## config.mk

```make
export PLATFORM = sky130hd
export DESIGN_NAME = bus_seq_unlock
export DESIGN_NICKNAME = d
export VERILOG_FILES = /design/src/rtl/bus_seq_unlock.sv
export SDC_FILE = /design/constraint.sdc
export NUM_CORES = 1
export LEC_CHECK = 0
export CAP_MARGIN = 0
export CORE_MARGIN = 3
export CORE_UTILIZATION = 30
export DETAILED_ROUTE_END_ITERATION = 10
export SKIP_LAST_GASP = 1
export SLEW_MARGIN = 20
export SYNTH_ARGS = -nofsm -noshare
export SYNTH_HDL_FRONTEND = slang
export SYNTH_SLANG_ARGS = --single-unit
```

## constraint.sdc

```tcl
create_clock -name clk -period 1.9 [get_ports clk]
set_input_delay 0.38 -clock clk [delete_from_list [all_inputs] [get_ports clk]]
set_output_delay 0.38 -clock clk [all_outputs]
set_load 0.005 [all_outputs]
```

## src/rtl/bus_seq_unlock.sv

```systemverilog
// rtl/bus_seq_unlock.sv - bus-access key sequence unlock with serial ID readout.
// Optional failed-attempt lockout is built when BUS_SEQ_UNLOCK_LOCKOUT_EN is defined.
module bus_seq_unlock #(
  parameter int              AW       = 4,
  parameter int              DEPTH    = 4,
  parameter logic [DEPTH*AW-1:0] KEY  = 16'h9BA2,
  parameter logic [1:0]      BASE     = 2'b01,
  parameter logic [AW-1:0]   RD_CMD   = 4'h6,
  parameter int              ID_W     = 16,
  parameter logic [ID_W-1:0] ID       = 16'hC24B,
  parameter int              MAX_FAIL = 3
) (
  input  logic          clk,
  input  logic          rst,
  input  logic          stb,
  input  logic          sser,
  input  logic          br_w,
  input  logic [AW+1:0] ba,
  output logic          sdrd,
  output logic          sdrd_oe,
  output logic [1:0]    state_o,
  output logic          unlocked,
  output logic          locked_out
);

  typedef enum logic [1:0] {SEEK = 2'd0, UNLK = 2'd1, LOCK = 2'd2} state_t;

  localparam int IW = (DEPTH > 1) ? $clog2(DEPTH) : 1;
  localparam int PW = (ID_W > 1) ? $clog2(ID_W) : 1;
  localparam logic [IW-1:0] IDX_LAST = IW'(DEPTH - 1);
  localparam logic [PW-1:0] PTR_LAST = PW'(ID_W - 1);

  state_t        state_q, state_d;
  logic [IW-1:0] idx_q, idx_d;
  logic [PW-1:0] ptr_q, ptr_d;

`ifdef BUS_SEQ_UNLOCK_LOCKOUT_EN
  localparam int FW = $clog2(MAX_FAIL + 1);
  localparam logic [FW-1:0] FAIL_MAX = FW'(MAX_FAIL);
  logic [FW-1:0] fail_q, fail_d;
`endif

  logic          in_win;
  logic          qual;
  logic [AW-1:0] key_fld;
  logic [AW-1:0] key_exp;
  logic          id_bit;

  assign in_win  = stb & ~sser & (ba[AW+1:AW] == BASE);
  assign qual    = in_win & br_w;
  assign key_fld = ba[AW-1:0];

  always_comb begin
    key_exp = KEY[AW-1:0];
    for (int i = 0; i < DEPTH; i++) begin
      if (idx_q == IW'(i)) key_exp = KEY[i*AW +: AW];
    end
  end

  // ID is shifted out MSB first, so ptr=0 selects bit ID_W-1
  always_comb begin
    id_bit = 1'b0;
    for (int i = 0; i < ID_W; i++) begin
      if (ptr_q == PW'(i)) id_bit = ID[ID_W-1-i];
    end
  end

  always_ff @(posedge clk or posedge rst) begin
    if (rst) begin
      state_q <= SEEK;
      idx_q   <= '0;
      ptr_q   <= '0;
`ifdef BUS_SEQ_UNLOCK_LOCKOUT_EN
      fail_q  <= '0;
`endif
    end else begin
      state_q <= state_d;
      idx_q   <= idx_d;
      ptr_q   <= ptr_d;
`ifdef BUS_SEQ_UNLOCK_LOCKOUT_EN
      fail_q  <= fail_d;
`endif
    end
  end

  always_comb begin
    state_d = state_q;
    idx_d   = idx_q;
    ptr_d   = ptr_q;
`ifdef BUS_SEQ_UNLOCK_LOCKOUT_EN
    fail_d  = fail_q;
`endif
    case (state_q)
      SEEK: begin
        if (in_win && !br_w) begin
          idx_d = '0;
        end else if (qual) begin
          if (key_fld == key_exp) begin
            if (idx_q == IDX_LAST) begin
              state_d = UNLK;
              idx_d   = '0;
              ptr_d   = '0;
`ifdef BUS_SEQ_UNLOCK_LOCKOUT_EN
              fail_d  = '0;
`endif
            end else begin
              idx_d = idx_q + 1'b1;
            end
          end else begin
            // a mismatch that is itself the first key element restarts at idx 1
            idx_d = (key_fld == KEY[AW-1:0]) ? IW'(1) : '0;
`ifdef BUS_SEQ_UNLOCK_LOCKOUT_EN
            if (idx_q != '0) begin
              if (fail_q != FAIL_MAX) fail_d = fail_q + 1'b1;
              if (fail_q + 1'b1 >= FAIL_MAX) begin
                state_d = LOCK;
                idx_d   = '0;
              end
            end
`endif
          end
        end
      end
      UNLK: begin
        if (in_win && !br_w) begin
          state_d = SEEK;
          idx_d   = '0;
          ptr_d   = '0;
        end else if (qual) begin
          if (key_fld == RD_CMD) begin
            if (ptr_q == PTR_LAST) begin
              state_d = SEEK;
              idx_d   = '0;
              ptr_d   = '0;
            end else begin
              ptr_d = ptr_q + 1'b1;
            end
          end else begin
            state_d = SEEK;
            idx_d   = '0;
            ptr_d   = '0;
          end
        end
      end
      LOCK: begin
        state_d = LOCK;
      end
      default: begin
        state_d = SEEK;
        idx_d   = '0;
        ptr_d   = '0;
      end
    endcase
  end

  always_comb begin
    sdrd_oe    = 1'b0;
    sdrd       = 1'b0;
    unlocked   = 1'b0;
    locked_out = 1'b0;
    state_o    = state_q;
    case (state_q)
      UNLK: begin
        unlocked = 1'b1;
        sdrd_oe  = qual && (key_fld == RD_CMD);
        sdrd     = sdrd_oe & id_bit;
      end
`ifdef BUS_SEQ_UNLOCK_LOCKOUT_EN
      LOCK:    locked_out = 1'b1;
`endif
      default: ;
    endcase
  end

endmodule

```

==> impl_metrics.tcl <==
set metrics [dict create \
    hp-class "in2async" \
    place.gp.congestion 0.748 \
    n_fill_cell 193 \
    synth_commonest_cells "dfrtp_1, inv_1, ha_1" \
    pwr-share-clk_pct 32.5 \
    start_kind "flip-flop" \
    place_ws_ns -0.558 \
    layout.cells.non_filler 150 \
    max_freq_mhz 513 \
    power.leakage_nw 0.532 \
    post-route-min-period_ns 1.95 \
    ant_nets 0 \
    skew_ns 0.00272 \
    synth_top_area_share_pct 28.7 \
    dieHeight_um 54.2 \
    io_buffers 15 \
    report.final.slew_viol_count 0 \
    final_net_count 143 \
    grt_pass1_wl_um 2890 \
    cts_tree "yes" \
    cts_buffer_depth 2 \
    grt_overflow 0 \
    p_sw_mw 0.0745 \
    drcViolationCount 0 \
    synth-warning-count 0 \
    critPathMaxFanout 3 \
    finalHoldViolCount 0 \
    worstPathRequired_ns 2.02 \
    root_buffer "clkbuf_4" \
    swShare_pct 20.7 \
    crit_type "reg2reg" \
    die_w_um 54.2 \
    area_delta_synth_final_pct 68.5 \
    powerDensity_nw_per_um2 306 \
    maxCapViolCount 0 \
    violations "negative setup slack" \
    numCtsBuffers 3 \
    synth_area_um2 698 \
    seq_area_um2 201 \
    drtPass1Iterations 4 \
    crit_path_end_kind "flip-flop" \
    core_area_um2 2080 \
    rows 16 \
    grt_use_total_pct 13.5 \
    ir_worst_vdd_v 0.000316 \
    synthArstFlopShare_pct 100 \
    drive_gt1_share_pct 43.1 \
    synth.distinct_cells 40 \
    clk_latency_ns 0.24 \
    min_period_over_period_pct 103 \
    fin_total_pwr_mw 0.360 \
    syn_area_per_cell_um2 9.31 \
    ios 17 \
    p_comb_share_pct 19.2 \
    yosysTopAreaCell "dfrtp_1" \
    wl_um 1950 \
    multi_input_area_um2 518 \
    p_int_mw 0.285 \
    routed_via_density 5.01 \
    synth_nets 93 \
    synth_area_leaders "dfrtp_1, ha_1, inv_1" \
    status "finished, violations left" \
    cp.arrival_ns 2.07 \
    antenna_found_initial 0 \
    cts_num_sinks 8 \
    dp_cells 139 \
    clk_pin_slew_ns 0.05 \
    synthCells 75 \
    grt_max_degree 9 \
    h-tree-depth 1 \
    dr.first_iter.drc_count 11 \
    synth-seq-cells 8 \
    r2r_cells 6 \
    seqPwrFrac_pct 48.3 \
    finalSetupViolCount 3 \
    postLayoutSetupSlackWorst_ns -0.0508 \
    grt_pass1_vias 716 \
    rsz0062_at_grt "yes" \
    diodes 0 \
    num_vias 751 \
    dp_hpwl_um 1470 \
    ys_seq_area_share_pct 28.7 \
    wl_per_cell_um 13.0 \
    postCtsHoldBufs 0 \
    synth_flop_cell "dfrtp_1" \
    synth_enable_flop_cells 0 \
    start_util_pct 33.5 \
    die_area_um2 2940 \
]
[flip-flops by register name, summed over array words and instances, names as in the netlist]
register,flops
idx_q,2
state_o,2
ptr_q,4
[cell families after synthesis]
family | share of synthesized area, %
AOI/OAI and AO/OA | 22.8
other | 0.537
adders and majority gates | 12.5
DFF | 28.7
and+or+nand+nor | 25.8
muxes | 3.05
xor gates and xnor gates | 1.25
buffers and inverters | 5.38
[final cells by class]
type	instances	share of cell area, %
multi-input cells	58	44.0
flip-flops and latches	8	17.1
clock buffers	3	1.91
repair buffers	46	31.5
inverters	8	2.55
well taps	27	2.87
[cells in the final DEF, fill, tap and decap left out, types with 2 or more instances in the layout]
cell	n
o21ai_0	2
inv_2	3
nor2_1	5
nand2b_1	2
ha_1	3
buf_4	31
a22o_1	2
clkbuf_4	3
dlygate4sd2_1	6
clkdlybuf4s50_1	8
nand3_1	2
nand4_1	3
ha_4	2
ha_2	2
dfrtp_1	7
inv_1	5
[timing repair]
item / 4_1_cts / 5_1_grt
endpoints found under the setup margin: 6 / 8
buffers inserted: 6 / 3
resized for setup: 22 / 6
pin swaps: 8 / 4
[per-layer routing]
layer | GRT usage [%] | up-vias | wire length [um]
met5 | 0 | - | 0
met4 | 6.22 | 0 | 30
met3 | 1.63 | 4 | 88
met2 | 23.5 | 21 | 981
met1 | 16.4 | 346 | 853
li1 | - | 380 | -
[worst max-delay path, cell delays in order, from the launching register on]
cell and delay, ns:
dfrtp_1 0.39, inv_2 0.06, ha_2 0.18, or4b_4 0.53
a311oi_2 0.34, mux2i_1 0.25, o2bb2ai_1 0.08
[power by group through the flow]
stage	Combinational (mW)	Clock [mW]	Sequential [mW]
6_report	0.0690	0.117	0.174
5_1_grt	0.0740	0.134	0.174
4_1_cts	0.0666	0.125	0.173
3_5_place_dp	0.0680	0	0.176
3_3_place_gp	0.0670	0	0.176
2_1_floorplan	0.0231	0	0.176
[path summary, 6_finish.rpt]
kind	from	end	slack, ns
worst max-delay path	idx_q[0]	idx_q[0]	-0.05
max in group asynchronous	rst	ptr_q[0]	1.30
min in group clk	state_o[0]	state_o[1]	0.54
worst min-delay path	rst	ptr_q[1]	0.37
worst max register to register	idx_q[0]	idx_q[0]	-0.05
worst min register to register	state_o[0]	state_o[1]	0.54
[per-stage QoR]
stage | TNS (ns) | util, % | hold WS (ns) | cell area [um2]
6_report | -0.101 | 56.5 | 0.370 | 1180
5_1_grt | -0.326 | 56.5 | 0.385 | 1180
2_1_floorplan | 0 | - | 0.196 | 698
3_5_place_dp | -2.73 | 50.3 | 0.534 | 1050
4_1_cts | 0 | 54.6 | 0.367 | 1140
3_3_place_gp | -2.75 | 50.3 | 0.531 | 1050
Note: power is estimated with default switching activity, not from simulation.
